<file path="src/rtl/vga_timing_gen_pkg.sv">
// vga_pkg: 640x480@60 raster constants and small helpers shared by the VGA timing block
package vga_pkg;
  localparam int H_VIS_D  = 640;
  localparam int H_FP_D   = 16;
  localparam int H_SYNC_D = 96;
  localparam int H_BP_D   = 48;
  localparam int V_VIS_D  = 480;
  localparam int V_FP_D   = 10;
  localparam int V_SYNC_D = 2;
  localparam int V_BP_D   = 33;
  localparam int H_TOTAL_D  = H_VIS_D + H_FP_D + H_SYNC_D + H_BP_D;
  localparam int V_TOTAL_D  = V_VIS_D + V_FP_D + V_SYNC_D + V_BP_D;
  localparam int HS_START_D = H_VIS_D + H_FP_D;
  localparam int HS_END_D   = HS_START_D + H_SYNC_D;
  localparam int VS_START_D = V_VIS_D + V_FP_D;
  localparam int VS_END_D   = VS_START_D + V_SYNC_D;
  function automatic int cw(input int n);
    return (n > 1) ? $clog2(n) : 1;
  endfunction
  function automatic logic in_win(input int val, input int lo, input int hi);
    return (val >= lo) && (val < hi);
  endfunction
endpackage

</file>
<file path="src/rtl/vga_timing_gen_if.sv">
// vga_timing_gen_if: raster coordinates, strobes, sync and colour between the timing generator and its consumers
interface vga_timing_gen_if
  import vga_pkg::*;
#(
  parameter int XW      = cw(H_TOTAL_D),
  parameter int YW      = cw(V_TOTAL_D),
  parameter int COLOR_W = 4
);
  logic [3*COLOR_W-1:0] rgb_in;
  logic                 pix_ce;
  logic [XW-1:0]        pixel_x;
  logic [YW-1:0]        pixel_y;
  logic                 de_req;
  logic                 line_start;
  logic                 frame_start;
  logic                 HS;
  logic                 VS;
  logic [COLOR_W-1:0]   R;
  logic [COLOR_W-1:0]   G;
  logic [COLOR_W-1:0]   B;
  modport master (
    input  rgb_in,
    output pix_ce, pixel_x, pixel_y, de_req, line_start, frame_start, HS, VS, R, G, B
  );
  modport slave (
    output rgb_in,
    input  pix_ce, pixel_x, pixel_y, de_req, line_start, frame_start, HS, VS, R, G, B
  );
endinterface

</file>
<file path="src/rtl/vga_timing_gen_pixel_ce_gen.sv">
// pixel_ce_gen: divides the system clock into a one-clock pixel advance strobe
module pixel_ce_gen
  import vga_pkg::*;
#(
  parameter int CLK_DIV = 4
) (
  input  logic clk,
  input  logic reset,
  output logic ce
);
  localparam int DW = cw(CLK_DIV);
  logic [DW-1:0] div;
  logic [DW-1:0] div_n;
  always_comb div_n = (int'(div) == CLK_DIV - 1) ? '0 : div + 1'b1;
  // ce is registered so it reads 0 in the cycle after reset even when CLK_DIV is 1
  always_ff @(posedge clk) begin
    if (reset) begin
      div <= '0;
      ce  <= 1'b0;
    end else begin
      div <= div_n;
      ce  <= int'(div_n) == CLK_DIV - 1;
    end
  end
endmodule

</file>
<file path="src/rtl/vga_timing_gen.sv">
// vga_timing_gen: parametrised VGA raster counters with sync and colour registered one pixel behind x/y
module vga_timing_gen
  import vga_pkg::*;
#(
  parameter int CLK_DIV = 4,
  parameter int H_VIS   = H_VIS_D,
  parameter int H_FP    = H_FP_D,
  parameter int H_SYNC  = H_SYNC_D,
  parameter int H_BP    = H_BP_D,
  parameter int V_VIS   = V_VIS_D,
  parameter int V_FP    = V_FP_D,
  parameter int V_SYNC  = V_SYNC_D,
  parameter int V_BP    = V_BP_D,
  parameter bit HS_POL  = 1'b0,
  parameter bit VS_POL  = 1'b0,
  parameter int COLOR_W = 4
) (
  input  logic           clk,
  input  logic           reset,
  vga_timing_gen_if.master v
);
  localparam int H_TOTAL = H_VIS + H_FP + H_SYNC + H_BP;
  localparam int V_TOTAL = V_VIS + V_FP + V_SYNC + V_BP;
  localparam int HS_S    = H_VIS + H_FP;
  localparam int VS_S    = V_VIS + V_FP;
  localparam int XW      = cw(H_TOTAL);
  localparam int YW      = cw(V_TOTAL);
  logic                 ce;
  logic [XW-1:0]        x;
  logic [YW-1:0]        y;
  logic                 x_last;
  logic                 y_last;
  logic                 de;
  logic                 hs_act;
  logic                 vs_act;
  logic [3*COLOR_W-1:0] rgb_q;
  pixel_ce_gen #(.CLK_DIV(CLK_DIV)) u_ce (
    .clk  (clk),
    .reset(reset),
    .ce   (ce)
  );
  always_comb begin
    x_last = int'(x) == H_TOTAL - 1;
    y_last = int'(y) == V_TOTAL - 1;
    de     = (int'(x) < H_VIS) && (int'(y) < V_VIS);
    hs_act = in_win(int'(x), HS_S, HS_S + H_SYNC);
    vs_act = in_win(int'(y), VS_S, VS_S + V_SYNC);
    rgb_q  = de ? v.rgb_in : '0;
  end
  // Decode uses the pre-advance x/y, so HS/VS/RGB trail the coordinates by exactly one pixel
  always_ff @(posedge clk) begin
    if (reset) begin
      x                   <= '0;
      y                   <= '0;
      v.HS                <= ~HS_POL;
      v.VS                <= ~VS_POL;
      {v.R, v.G, v.B}     <= '0;
      v.line_start        <= 1'b0;
      v.frame_start       <= 1'b0;
    end else begin
      v.line_start  <= ce && x_last;
      v.frame_start <= ce && x_last && y_last;
      if (ce) begin
        x               <= x_last ? '0 : x + 1'b1;
        y               <= x_last ? (y_last ? '0 : y + 1'b1) : y;
        v.HS            <= hs_act ? HS_POL : ~HS_POL;
        v.VS            <= vs_act ? VS_POL : ~VS_POL;
        {v.R, v.G, v.B} <= rgb_q;
      end
    end
  end
  assign v.pix_ce  = ce;
  assign v.pixel_x = x;
  assign v.pixel_y = y;
  assign v.de_req  = de;
endmodule

</file>
<file path="src/flat_wrapper.sv">
// flat-port wrapper written by rule: the top's interface ports become plain ports
module vga_timing_gen_flat import vga_pkg::*;
#(
  parameter int CLK_DIV = 4,
  parameter int H_VIS   = H_VIS_D,
  parameter int H_FP    = H_FP_D,
  parameter int H_SYNC  = H_SYNC_D,
  parameter int H_BP    = H_BP_D,
  parameter int V_VIS   = V_VIS_D,
  parameter int V_FP    = V_FP_D,
  parameter int V_SYNC  = V_SYNC_D,
  parameter int V_BP    = V_BP_D,
  parameter bit HS_POL  = 1'b0,
  parameter bit VS_POL  = 1'b0,
  parameter int COLOR_W = 4
)
  (clk, reset, v_rgb_in, v_pix_ce, v_pixel_x, v_pixel_y, v_de_req, v_line_start, v_frame_start, v_HS, v_VS, v_R, v_G, v_B);
  vga_timing_gen_if #(.XW(10), .YW(10), .COLOR_W(COLOR_W)) v_i ();
  input  logic clk;
  input  logic reset;
  input wire logic [$bits(v_i.rgb_in)-1:0] v_rgb_in;
  output wire logic [$bits(v_i.pix_ce)-1:0] v_pix_ce;
  output wire logic [$bits(v_i.pixel_x)-1:0] v_pixel_x;
  output wire logic [$bits(v_i.pixel_y)-1:0] v_pixel_y;
  output wire logic [$bits(v_i.de_req)-1:0] v_de_req;
  output wire logic [$bits(v_i.line_start)-1:0] v_line_start;
  output wire logic [$bits(v_i.frame_start)-1:0] v_frame_start;
  output wire logic [$bits(v_i.HS)-1:0] v_HS;
  output wire logic [$bits(v_i.VS)-1:0] v_VS;
  output wire logic [$bits(v_i.R)-1:0] v_R;
  output wire logic [$bits(v_i.G)-1:0] v_G;
  output wire logic [$bits(v_i.B)-1:0] v_B;
  assign v_i.rgb_in = v_rgb_in;
  assign v_pix_ce = v_i.pix_ce;
  assign v_pixel_x = v_i.pixel_x;
  assign v_pixel_y = v_i.pixel_y;
  assign v_de_req = v_i.de_req;
  assign v_line_start = v_i.line_start;
  assign v_frame_start = v_i.frame_start;
  assign v_HS = v_i.HS;
  assign v_VS = v_i.VS;
  assign v_R = v_i.R;
  assign v_G = v_i.G;
  assign v_B = v_i.B;
  vga_timing_gen #(.CLK_DIV(CLK_DIV), .H_VIS(H_VIS), .H_FP(H_FP), .H_SYNC(H_SYNC), .H_BP(H_BP), .V_VIS(V_VIS), .V_FP(V_FP), .V_SYNC(V_SYNC), .V_BP(V_BP), .HS_POL(HS_POL), .VS_POL(VS_POL), .COLOR_W(COLOR_W)) u_core (.clk(clk), .reset(reset), .v(v_i));
endmodule
</file>
<file path="config.mk">
export PLATFORM = sky130hd
export DESIGN_NAME = vga_timing_gen_flat
export DESIGN_NICKNAME = d
export VERILOG_FILES = /design/src/rtl/vga_timing_gen_pkg.sv /design/src/rtl/vga_timing_gen_if.sv /design/src/rtl/vga_timing_gen_pixel_ce_gen.sv /design/src/rtl/vga_timing_gen.sv /design/src/flat_wrapper.sv
export SDC_FILE = /design/constraint.sdc
export NUM_CORES = 1
export LEC_CHECK = 0
export BUFFER_PORTS_ARGS = -buffer_cell sky130_fd_sc_hd__buf_2
export CAP_MARGIN = 30
export CELL_PAD_IN_SITES_DETAIL_PLACEMENT = 1
export CELL_PAD_IN_SITES_GLOBAL_PLACEMENT = 1
export CORE_MARGIN = 4
export CORE_UTILIZATION = 30
export DETAILED_ROUTE_END_ITERATION = 7
export GPL_TIMING_DRIVEN = 1
export PLACE_DENSITY_LB_ADDON = 0.3
export REMOVE_ABC_BUFFERS = 1
export SLEW_MARGIN = 20
export SYNTH_ARGS = -nofsm -noshare
export SYNTH_HDL_FRONTEND = slang
export SYNTH_SLANG_ARGS = --single-unit
</file>
<file path="constraint.sdc">
create_clock -name clk -period 2.2 [get_ports clk]
set_input_delay 0.44 -clock clk [delete_from_list [all_inputs] [get_ports clk]]
set_output_delay 0.44 -clock clk [all_outputs]
set_load 0.02 [all_outputs]
</file>
==> parameters.txt, run 1 <==
Parameter                              Value

Place
  Count of port buffers added during placement ... just over 50
  Routability congestion estimate from global placement ... 0.768
  DP Wirelength ... 3.28 mm

Layout
  Final cell utilization of the core ... 39.0%
  Antenna diode count ... 0
  Share of final-layout standard cells stronger than drive strength 1 ... 27.4%
  Number of nets in the final layout ... 268
  Area grow syn2layout ... 25.2%

Critical path
  Worst Setup Start Kind ... flip-flop
  Delay of the slowest cell on the worst path ... 0.35 ns
  Number of buffer and inverter stages on the critical path ... 1
  CP Cell Sequence ... and4_1, nor3_1, buf_2
  Kind of critical path ... flip-flop to output port
  Critical Path Slowest Stage Cell ... sky130_fd_sc_hd__dfxtp_1
  Worst endpoint required time ... 1.76 ns
  Arrival time reported for the critical path endpoint ... 1.48 ns
  Kind of end point of the critical path ... output port
  Kind of cell adding the most delay to the critical path ... simple AND/OR/NAND/NOR gates
  Top fanout value on the critical path ... 5

Yosys
  Total of warnings raised by yosys ... 0
  Cell area after synthesis ... about 1700 um^2
  Post-synthesis register bit count ... 39
  Yosys cell types ... 34
  Number of standard cells after synthesis ... 194
  Asr flop ratio synth ... 0%
  Post-synthesis sequential area ratio ... roughly 45%
  Primary FF master, synth ... sky130_fd_sc_hd__dfxtp_1
  Number of enable-type register cells in the synthesized netlist ... 0
  Mean instance size in the synthesized netlist ... 8.95 um^2

STA
  Fin. Hold Viols ... 0
  Worst-margin pin slew ... 0.430 ns
  Setup repair after global routing missed its margin ... no
  Maximum clock frequency ... between 0.5 and 0.6 GHz
  Total negative slack for setup checks ... 0 ns
  Final critical path time including I/O delays and setup ... roughly 1.9 ns
  Skew final ... 0.00716 ns
  Max-slew headroom at the worst pin ... between 70% and 80%
  Final number of setup-violating endpoints ... 0
  Slew Limit Fails ... 0
  Fin crit share ... 87.3%

Run status
  Run status ... complete, no violations

Clocking
  Post-CTS repair timing setup buffer count ... 0
  Clock sinks ... 39
  CTS HTree Levels ... 2
  CTS clk-pin slew, worst paths ... 0.08 ns
  Master cell of the clock root buffer ... sky130_fd_sc_hd__clkbuf_8
  Later-pin clock latency in the skew report ... 0.29 ns
  CTS tree ... done
  Clk buf depth ... 2
  Number of buffers created by CTS ... 5
  Hold bufs inserted after CTS ... 0
  Number of instances resized during post-cts repair ... 0

Drt
  Residual DRC ... 0
  Final wirelength ... 4.60 mm
  Drt pass-1 iters ... 4
  Vias post-DR ... approximately 1600
  Count of antenna-violating nets left after detailed routing ... 0
  Vias per Instance ... 4.85
  Iteration-0 DRC Markers ... 47
  Average wire per cell in the routed design ... 14.4 um

Global route
  Maximum number of pins on one net before global-route repair ... 36
  Vias in the first global route ... 1625
  GRT Overall Usage ... 13.9%
  Number of antenna violations at the first check in global routing ... 0
  Leftover overflow at the end of global routing ... 0
  First-pass GRT wire length ... 7.91 mm

Floorplanning
  Die ar. ... 7070 um^2
  IO Pins ... 52
  Std cell rows ... 27
  Core area ... roughly 5600 um^2
  Initial Utilization ... 31.2%
  Height of the die ... 84.1 um
  Die W ... 84.1 um

Pwr
  Power per standard cell area ... between 600 and 700 nW/um^2
  Leakage ... between 0.0008 and 0.0009 uW
  Maximum resistive drop on vdd ... 0.252 mV

Min path
  Hold Path Class ... input pin to flip-flop

Run
  Maximum capacitance violations ... 0
[area by class of cell]
type                    instances  area, um^2
clock inverters                 1        7.51
clock buffers                   7        96.3
fillers                       707        3400
multi-input cells             138         881
repair buffers                 56         293
inverters                       7        26.3
well taps                      72        90.1
flip-flops and latches         39         781
[routing by layer]
layer	up-vias	GRT usage [%]	share of wire [%]
li1	779	-	-
met1	737	16.8	45
met2	29	23.1	49
met3	7	3.65	4.4
met4	0	5.70	1.7
met5	-	0	0
[logic make-up (layout without fill, tap and decap cells)]
logic type	Yosys count	count (layout)	synth area share, %
xor gates and xnor gates	11	11	5.55
buffers and inverters	17	71	4.32
adders and majority gates	7	7	5.04
muxes	1	1	0.576
DFF	39	39	45.0
and+or+nand+nor	87	87	29.3
AOI/OAI and AO/OA	32	32	10.3
[layout by cell type (no fill, tap or decap), types with 6 or more instances in the layout]
| master | netlist | layout |
|---|---|---|
| sky130_fd_sc_hd__nand4_1 | 7 | 7 |
| sky130_fd_sc_hd__buf_2 | 3 | 51 |
| sky130_fd_sc_hd__nor2_1 | 15 | 15 |
| sky130_fd_sc_hd__ha_1 | 7 | 7 |
| sky130_fd_sc_hd__xor2_1 | 6 | 6 |
| sky130_fd_sc_hd__nand2_1 | 7 | 7 |
| sky130_fd_sc_hd__inv_1 | 7 | 7 |
| sky130_fd_sc_hd__dfxtp_1 | 39 | 39 |
| sky130_fd_sc_hd__nor3_1 | 6 | 6 |
| sky130_fd_sc_hd__nand3_1 | 16 | 16 |
| sky130_fd_sc_hd__a21oi_1 | 20 | 20 |
| sky130_fd_sc_hd__clkbuf_8 | 0 | 7 |
| sky130_fd_sc_hd__or3_1 | 6 | 6 |
| sky130_fd_sc_hd__o21ai_0 | 7 | 7 |
| sky130_fd_sc_hd__nand2b_1 | 15 | 15 |
[worst paths after layout]
kind                       startpoint             endpoint  slack (ns)  depth (start not counted)
setup / recovery  u_core.v.pixel_y[8]             v_de_req        0.28                          3
hold / removal            v_rgb_in[5]        u_core.v.G[1]        0.40                          3
setup reg to reg  u_core.v.pixel_x[5]  u_core.v.pixel_y[0]        0.39                          5
hold reg to reg    u_core.u_ce.div[0]   u_core.u_ce.div[0]        0.46                          1
[synthesized netlist by cell type, drive strengths merged (2+ instances only)]
cell,n,area share (%)
a21oi,20,5.8
and3,2,0.72
and4,4,2.0
buf,5,1.7
clkbuf,5,1.1
dfxtp,39,45
ha,7,5.0
inv,7,1.5
nand2,7,1.5
nand2b,15,5.4
nand3,16,4.6
nand4,8,3.2
nor2,15,3.2
nor3,6,1.7
nor4b,3,2.4
o21ai,7,2.0
or3,6,2.2
xnor2,5,2.5
xor2,6,3.0
[where the power goes]
part / leakage [uW] / internal, uW / switching, uW
Combinational: 0.000520 / 37.7 / 55.5
Sequential: 0.000315 / 722 / 10.7
Clock: 0.0000505 / 285 / 256
[through the flow]
stage | hold slack [ns] | worst slack, ns | power (uW) | area, um^2 | cells
6_report | 0.404 | 0.279 | 1370 | 2170 | 320
5_1_grt | 0.398 | 0.190 | 1430 | 2170 | 320
4_1_cts | 0.399 | 0.239 | 1390 | 2170 | 320
3_3_place_gp | 0.440 | 0.432 | 842 | 2070 | 312
3_5_place_dp | 0.448 | 0.397 | 844 | 2070 | 312
2_1_floorplan | 0.421 | -0.0783 | 799 | 1690 | 184
[sequential cells by signal, summed over array words and instances, names as in the netlist]
name and cells:
u_core.u_ce.ce 1, u_core.u_ce.div 2, u_core.v.B 4, u_core.v.G 4, u_core.v.HS 1, u_core.v.R 4, u_core.v.VS 1, u_core.v.frame_start 1
u_core.v.line_start 1, u_core.v.pixel_x 10, u_core.v.pixel_y 10
[worst min-delay path, delay by kind of cell]
kind / cells / cell delay (ns)
buffers and inverters: 1 / 0.10
AOI/OAI and AO/OA: 1 / 0.05
and+or+nand+nor: 1 / 0.07
Note: power is estimated with default switching activity, not from simulation.
==> run 2, diff against run 1 <==
--- a/config.mk
+++ b/config.mk
@@ -5,8 +5,8 @@
 export SDC_FILE = /design/constraint.sdc
 export NUM_CORES = 1
 export LEC_CHECK = 0
+export ABC_AREA = 1
 export BUFFER_PORTS_ARGS = -buffer_cell sky130_fd_sc_hd__buf_2
-export CAP_MARGIN = 30
 export CELL_PAD_IN_SITES_DETAIL_PLACEMENT = 1
 export CELL_PAD_IN_SITES_GLOBAL_PLACEMENT = 1
 export CORE_MARGIN = 4
==> run 2 against run 1 <==
  * Clock power increased by 16%
  * Maximum frequency increased by 1.9%
  * Global-route usage increased by 1.4 points
  * Flip-flop and latch count unchanged
  * Core utilization decreased by 0.44 points
  * Sequential power increased by 2%
  * Die area increased by 6.8%
  * Area after synthesis increased by 7.6%
  * Critical endpoint unchanged
  * Largest cell class unchanged
  * Largest power group unchanged
  * Highest routed layer unchanged
==> parameters.txt, run 2 <==
Parameter                              Value

Run status
  Run status ... complete, no violations

Drt
  Met3 wire len ... 315 um (+54%)
  Count of antenna-violating nets left after detailed routing ... 0 (unchanged)
  Vias post-DR ... 1818 (+17%)
  Highest routed layer ... met4
  Met2 wirelength from detailed routing ... 2.46 mm (+9.8%)
  Average wire per cell in the routed design ... 13.9 um (-3.2%)
  Sum of routed wire segments on met1 ... 2.44 mm (+18%)
  Vias per Instance ... 4.77 (-1.6%)
  Residual DRC ... 0 (unchanged)
  Final wirelength ... 5.30 mm (+15%)
  Drt pass-1 iters ... 4 (unchanged)
  Iteration-0 DRC Markers ... 64 (+36%)

Place
  DP Wirelength ... 4.01 mm (+22%)
  Routability congestion estimate from global placement ... 0.753 (-2.0%)
  Count of port buffers added during placement ... 51 (unchanged)

Pwr
  Maximum resistive drop on vdd ... 0.291 mV (+15%)
  Cell Int Power ... 1120 uW (+7.5%)
  Leakage ... 0.00110 uW (+25%)
  Relative contribution of sequential cells to total power ... 49.6% (-4.0 points)
  Switching fraction of total power ... 25.6% (+2.0 points)
  Sw Pwr ... 386 uW (+20%)
  Clk pwr share ... 41.7% (+2.1 points)
  Part of the total power dissipated in combinational logic ... 8.7% (+1.9 points)
  Power per standard cell area ... 653 nW/um^2 (+3.9%)

Global route
  Vias in the first global route ... 1841 (+13%)
  Number of antenna violations at the first check in global routing ... 0 (unchanged)
  GRT Overall Usage ... 15.3% (+1.4 points)
  Maximum number of pins on one net before global-route repair ... 25 (-31%)
  First-pass GRT wire length ... 8.99 mm (+14%)
  Leftover overflow at the end of global routing ... 0 (unchanged)

Yosys
  Total of warnings raised by yosys ... 0 (unchanged)
  Multiplexer fraction of the synthesized cell area ... 0% (-0.58 points)
  Number of enable-type register cells in the synthesized netlist ... 0 (unchanged)
  Number of standard cells after synthesis ... 252 (+30%)
  Yosys top cell area share ... 41.8% (-3.2 points)
  Asr flop ratio synth ... 0% (unchanged)
  Post-synthesis sequential area ratio ... 41.8% (-3.2 points)
  Synth Area in Adders ... 4.69% (-0.35 points)
  Most instantiated library cell after synthesis ... sky130_fd_sc_hd__dfxtp_1
  Cell accounting for the most synthesized area ... sky130_fd_sc_hd__dfxtp_1
  Leading cell types by total area after synthesis ... sky130_fd_sc_hd__dfxtp_1, sky130_fd_sc_hd__nand2_1, sky130_fd_sc_hd__nor2_1
  Post-synthesis register bit count ... 39 (unchanged)
  Yosys cell types ... 29 (-15%)
  Mean instance size in the synthesized netlist ... 7.41 um^2 (-17%)
  Main combinational cell family by area after synthesis ... simple AND/OR/NAND/NOR gates
  Synthesized-area fraction occupied by ao, oa, aoi and oai cells ... 12.3% (+2.0 points)
  Synth Area in Simple Gates ... 31.2% (+2.0 points)
  Primary FF master, synth ... sky130_fd_sc_hd__dfxtp_1
  Cell area after synthesis ... 1870 um^2 (+7.6%)
  Top cells by count, synth ... sky130_fd_sc_hd__dfxtp_1, sky130_fd_sc_hd__nand2_1, sky130_fd_sc_hd__nor2_1
  Post-synthesis share of cell area spent on xor and xnor gates ... 1.41% (-4.1 points)

Clocking
  Clk buf depth ... 2 (unchanged)
  Later-pin clock latency in the skew report ... 0.30 ns (about the same)
  CTS tree ... done
  Hold bufs inserted after CTS ... 0 (unchanged)
  Master cell of the clock root buffer ... sky130_fd_sc_hd__clkbuf_8
  Clock sinks ... 39 (unchanged)
  CTS clk-pin slew, worst paths ... 0.09 ns (about the same)
  Post-CTS repair timing setup buffer count ... 0 (unchanged)
  CTS HTree Levels ... 2 (unchanged)
  Number of buffers created by CTS ... 5 (unchanged)
  Number of instances resized during post-cts repair ... 0 (unchanged)

Floorplanning
  IO Pins ... 52 (unchanged)
  Initial Utilization ... 31.2% (about the same)
  Die ar. ... 7550 um^2 (+6.8%)
  Core area ... 5990 um^2 (+7.5%)
  Height of the die ... 86.9 um (+3.4%)
  Std cell rows ... 28 (+3.7%)
  Die W ... 86.9 um (+3.4%)

STA
  Max-slew headroom at the worst pin ... 64.4% (-6.9 points)
  Worst-margin pin slew ... 0.532 ns (+0.102 ns)
  Skew final ... 0.0110 ns (+0.00384 ns)
  Slew Limit Fails ... 0 (unchanged)
  Worst Hold Margin ... 0.389 ns (-0.0152 ns)
  Setup repair after global routing missed its margin ... no
  Total negative slack for setup checks ... 0 ns (unchanged)
  Fin crit share ... 85.7% (-1.6 points)
  Final critical path time including I/O delays and setup ... 1.89 ns (-0.0353 ns)
  Final number of setup-violating endpoints ... 0 (unchanged)
  Fin. Hold Viols ... 0 (unchanged)
  Maximum clock frequency ... 0.530 GHz (+1.9%)

Layout
  Commonest cells after routing, fill and taps aside ... sky130_fd_sc_hd__buf_2, sky130_fd_sc_hd__dfxtp_1, sky130_fd_sc_hd__nand2_1
  Antenna diode count ... 0 (unchanged)
  Number of nets in the final layout ... 326 (+22%)
  Fill count ... 774 (+9.5%)
  Area grow syn2layout ... 23.7%
  Share of final-layout standard cells stronger than drive strength 1 ... 25.8% (-1.6 points)
  Leading cell type in the layout, fill and taps excluded ... sky130_fd_sc_hd__buf_2

Critical path
  Worst Setup SP ... u_core.v.pixel_x[8]
  Top fanout value on the critical path ... 6 (+1)
  Kind of critical path ... flip-flop to output port
  Worst endpoint required time ... 1.76 ns (about the same)
  Worst Setup Start Kind ... flip-flop
  RR Startpoint ... u_core.v.pixel_x[0]
  Kind of end point of the critical path ... output port
  Arrival time reported for the critical path endpoint ... 1.45 ns (-0.03 ns)

Min path
  Worst hold path startpoint ... v_rgb_in[10]
  Hold Path Class ... input pin to flip-flop

Run
  Maximum capacitance violations ... 0 (unchanged)
## run 2: final timing paths
path	end	slack, ns	depth (start not counted)
worst max register to register	u_core.v.pixel_y[0]	0.58	8
worst min-delay path	u_core.v.R[2]	0.39	3
worst max-delay path	v_de_req	0.31	4
worst min register to register	u_core.u_ce.div[0]	0.47	1
## run 2: logic make-up after synthesis
group | after synthesis
compound gates | 44
xor+xnor | 3
fa+ha+maj | 7
buf+inv | 39
flops | 39
simple gates | 120
## run 2: area by class of cell
class	count	area, um^2	share of cell area, %
Inverter	32	123	5.31
Sequential cell	39	781	33.8
Multi-Input combinational cell	174	927	40.1
Tap cell	75	93.8	4.06
Timing Repair Buffer	53	270	11.7
Clock buffer	5	68.8	2.98
Clock inverter	3	47.5	2.06
## run 2: power by group through the flow
stage | Combinational (uW) | Clock (uW) | Sequential (uW)
3_5_place_dp | 134 | 0 | 764
2_1_floorplan | 46.6 | 0 | 794
5_1_grt | 146 | 678 | 753
3_3_place_gp | 131 | 0 | 763
6_report | 131 | 629 | 748
4_1_cts | 134 | 646 | 749
## run 2: layer usage
layer  GRT usage (%)  vias up
met2            24.8       36
met5               0        -
li1                -      920
met3            4.64        6
met4            5.81        0
met1            19.1      856
## run 2: metrics by stage
step / instance area (um^2) / setup WS [ns] / total power (uW) / instances / utilization, %
floorplan: 1830 / 0.388 / 840 / 245 / -
global placement: 2190 / 0.614 / 894 / 373 / 36.6
detailed placement: 2190 / 0.592 / 898 / 373 / 36.6
CTS: 2310 / 0.265 / 1530 / 381 / 38.6
global route: 2310 / 0.182 / 1580 / 381 / 38.6
finish: 2310 / 0.314 / 1510 / 381 / 38.6
## run 2: critical path: stages (launching register included)
cell and delay, ns:
sky130_fd_sc_hd__dfxtp_1 0.38, sky130_fd_sc_hd__nand2_2 0.14, sky130_fd_sc_hd__inv_4 0.07, sky130_fd_sc_hd__nor4_1 0.31
sky130_fd_sc_hd__buf_2 0.23
==> run 3, diff against run 2 <==
--- a/config.mk
+++ b/config.mk
@@ -9,6 +9,7 @@
 export BUFFER_PORTS_ARGS = -buffer_cell sky130_fd_sc_hd__buf_2
 export CELL_PAD_IN_SITES_DETAIL_PLACEMENT = 1
 export CELL_PAD_IN_SITES_GLOBAL_PLACEMENT = 1
+export CORE_ASPECT_RATIO = 0.5
 export CORE_MARGIN = 4
 export CORE_UTILIZATION = 30
 export DETAILED_ROUTE_END_ITERATION = 7
==> run 3 against run 2 <==
  * Worst setup slack better by 0.072 ns
  * Wire length increased by 1.6%
  * Via count hardly changed
  * Cell area rose by 2.6%
  * Highest routed layer unchanged
  * Largest power group is now the clock network
  * Core utilization increased by 2.6 points
  * Maximum frequency rose by 4.0%
  * Flip-flop and latch count is the same
  * Sequential share of layout area down 0.86 points
==> parameters.txt, run 3 (synthesis results as in run 2) <==
Parameter                              Value

Run status
  Run status ... complete, no violations

Global route
  Vias in the first global route ... 1871 (+1.6%)
  GRT Overall Usage ... 14.7% (-0.64 points)
  First-pass GRT wire length ... 9.17 mm (+2.0%)
  Maximum number of pins on one net before global-route repair ... 29 (+16%)
  Number of antenna violations at the first check in global routing ... 0 (unchanged)
  Leftover overflow at the end of global routing ... 0 (unchanged)

Critical path
  Critical Path Slowest Stage Cell ... sky130_fd_sc_hd__dfxtp_1
  CP Cell Sequence ... nand2_2, inv_4, nor4_1, buf_2
  Delay of the slowest cell on the worst path ... 0.38 ns (about the same)
  Arrival time reported for the critical path endpoint ... 1.37 ns (-0.08 ns)
  Number of buffer and inverter stages on the critical path ... 2 (unchanged)
  Kind of cell adding the most delay to the critical path ... simple AND/OR/NAND/NOR gates
  Worst Setup Start Kind ... flip-flop
  Top fanout value on the critical path ... 6 (unchanged)
  Worst endpoint required time ... 1.76 ns (about the same)
  Worst Reg-to-Reg Cells ... 8 (unchanged)
  Critical path depth ... 4 (unchanged)
  Kind of critical path ... flip-flop to output port
  Kind of end point of the critical path ... output port

Clocking
  Number of buffers created by CTS ... 5 (unchanged)
  Number of instances resized during post-cts repair ... 0 (unchanged)
  CTS clk-pin slew, worst paths ... 0.06 ns (-0.03 ns)
  Later-pin clock latency in the skew report ... 0.28 ns (-0.02 ns)
  CTS HTree Levels ... 2 (unchanged)
  Hold bufs inserted after CTS ... 0 (unchanged)
  Clock sinks ... 39 (unchanged)
  Clk buf depth ... 2 (unchanged)
  CTS tree ... done
  Master cell of the clock root buffer ... sky130_fd_sc_hd__clkbuf_16
  Post-CTS repair timing setup buffer count ... 0 (unchanged)

Floorplanning
  Core area ... 5750 um^2 (-4.0%)
  Height of the die ... 63.8 um (-27%)
  Die W ... 120 um (+38%)
  Initial Utilization ... 32.5% (+1.3 points)
  Die ar. ... 7630 um^2 (+1.0%)
  Std cell rows ... 19 (-32%)
  IO Pins ... 52 (unchanged)

Min path
  Cells on Worst Hold Path ... 3 (unchanged)
  Hold Path Class ... input pin to flip-flop

Drt
  Count of antenna-violating nets left after detailed routing ... 0 (unchanged)
  Residual DRC ... 0 (unchanged)
  Iteration-0 DRC Markers ... 72 (+13%)
  Vias per Instance ... 4.68 (-2.0%)
  Average wire per cell in the routed design ... 13.8 um (-0.49%)
  Final wirelength ... 5.39 mm (+1.6%)
  Drt pass-1 iters ... 4 (unchanged)
  Vias post-DR ... 1819 (+0.055%)

Pwr
  Part of the total power dissipated in combinational logic ... 7.5% (-1.2 points)
  Power per standard cell area ... 731 nW/um^2 (+12%)
  Clk pwr share ... 49.2% (+7.5 points)
  Sw Pwr ... 414 uW (+7.3%)
  Maximum resistive drop on vdd ... 0.338 mV (+16%)
  Cell Int Power ... 1320 uW (+18%)
  Relative contribution of sequential cells to total power ... 43.2% (-6.4 points)
  Leakage ... 0.00112 uW (+1.9%)
  Switching fraction of total power ... 23.9% (-1.7 points)

STA
  Fin crit share ... 82.4% (-3.3 points)
  Slew Limit Fails ... 0 (unchanged)
  Setup repair after global routing missed its margin ... no
  Maximum clock frequency ... 0.551 GHz (+4.0%)
  Worst-margin pin slew ... 0.508 ns (-0.0248 ns)
  Skew final ... 0.00419 ns (-0.00681 ns)
  Final number of setup-violating endpoints ... 0 (unchanged)
  Fin. Hold Viols ... 0 (unchanged)
  Max-slew headroom at the worst pin ... 66.1% (+1.7 points)
  Final critical path time including I/O delays and setup ... 1.81 ns (-0.0723 ns)
  Total negative slack for setup checks ... 0 ns (unchanged)

Place
  DP Wirelength ... 4.08 mm (+1.7%)
  Count of port buffers added during placement ... 51 (unchanged)
  Routability congestion estimate from global placement ... 0.815 (+8.3%)
  Placement Cell Area ... 2200 um^2 (+0.17%)

Layout
  Leading cell type in the layout, fill and taps excluded ... sky130_fd_sc_hd__buf_2
  Area grow syn2layout ... 26.9%
  Area of combinational cells with multiple inputs ... 927 um^2 (unchanged)
  Antenna diode count ... 0 (unchanged)
  Share of final-layout standard cells stronger than drive strength 1 ... 25.6% (-0.24 points)
  Fill count ... 736 (-4.9%)
  FF/Latch Area ... 781 um^2 (unchanged)
  Non-Filler Cell Area, Final ... 2370 um^2 (+2.6%)
  Number of nets in the final layout ... 325 (-0.31%)
  Commonest cells after routing, fill and taps aside ... sky130_fd_sc_hd__buf_2, sky130_fd_sc_hd__dfxtp_1, sky130_fd_sc_hd__nand2_1

Run
  Maximum capacitance violations ... 0 (unchanged)
[run 3: cell count changes in the layout (fill, tap and decap cells not counted)]
cell                        change
sky130_fd_sc_hd__buf_4          -1
sky130_fd_sc_hd__clkbuf_8       -5
sky130_fd_sc_hd__clkbuf_16      +5
[run 3: power groups by stage]
stage	Clock [uW]	Combinational (uW)	Sequential (uW)
floorplan	0	46.6	794
global placement	0	127	763
detailed placement	0	131	765
CTS	877	133	750
global route	909	146	753
finish	853	131	750
[run 3: path summary, 6_finish.rpt]
| kind | from | end | slack (ns) |
|---|---|---|---|
| min reg2reg | u_core.u_ce.div[0] | u_core.u_ce.div[0] | 0.47 |
| min | v_rgb_in[10] | u_core.v.R[2] | 0.42 |
| max | u_core.v.pixel_x[8] | v_de_req | 0.39 |
| max reg2reg | u_core.v.pixel_x[0] | u_core.v.pixel_y[0] | 0.55 |
[run 3: cell type report]
class / instances / share of cell area (%)
Clock buffer: 5 / 5.28
Clock inverter: 3 / 2.01
Inverter: 32 / 5.17
Multi-Input combinational cell: 174 / 39.1
Sequential cell: 39 / 32.9
Tap cell: 84 / 4.43
Timing Repair Buffer: 52 / 11.1
[run 3: worst min-delay path, stage by stage]
cell,delay (ns)
sky130_fd_sc_hd__buf_2,0.10
sky130_fd_sc_hd__nand3_1,0.07
sky130_fd_sc_hd__a21oi_1,0.05
[run 3: layer usage]
layer	GRT usage, %	wire length (um)	part of all wire (%)
met5	0	0	0
met4	4.28	49	0.91
met3	3.35	184	3.4
met2	24.9	2590	48
met1	19.0	2560	48
[run 3: through the flow]
stage               setup slack, ns  instances  hold slack, ns  total power, uW  util (%)
floorplan                     0.388        245           0.421              840         -
global placement              0.650        381           0.439              890      38.2
detailed placement            0.550        381           0.466              897      38.2
CTS                           0.349        389           0.413             1760      41.2
global route                  0.292        389           0.425             1810      41.2
finish                        0.386        389           0.417             1730      41.2
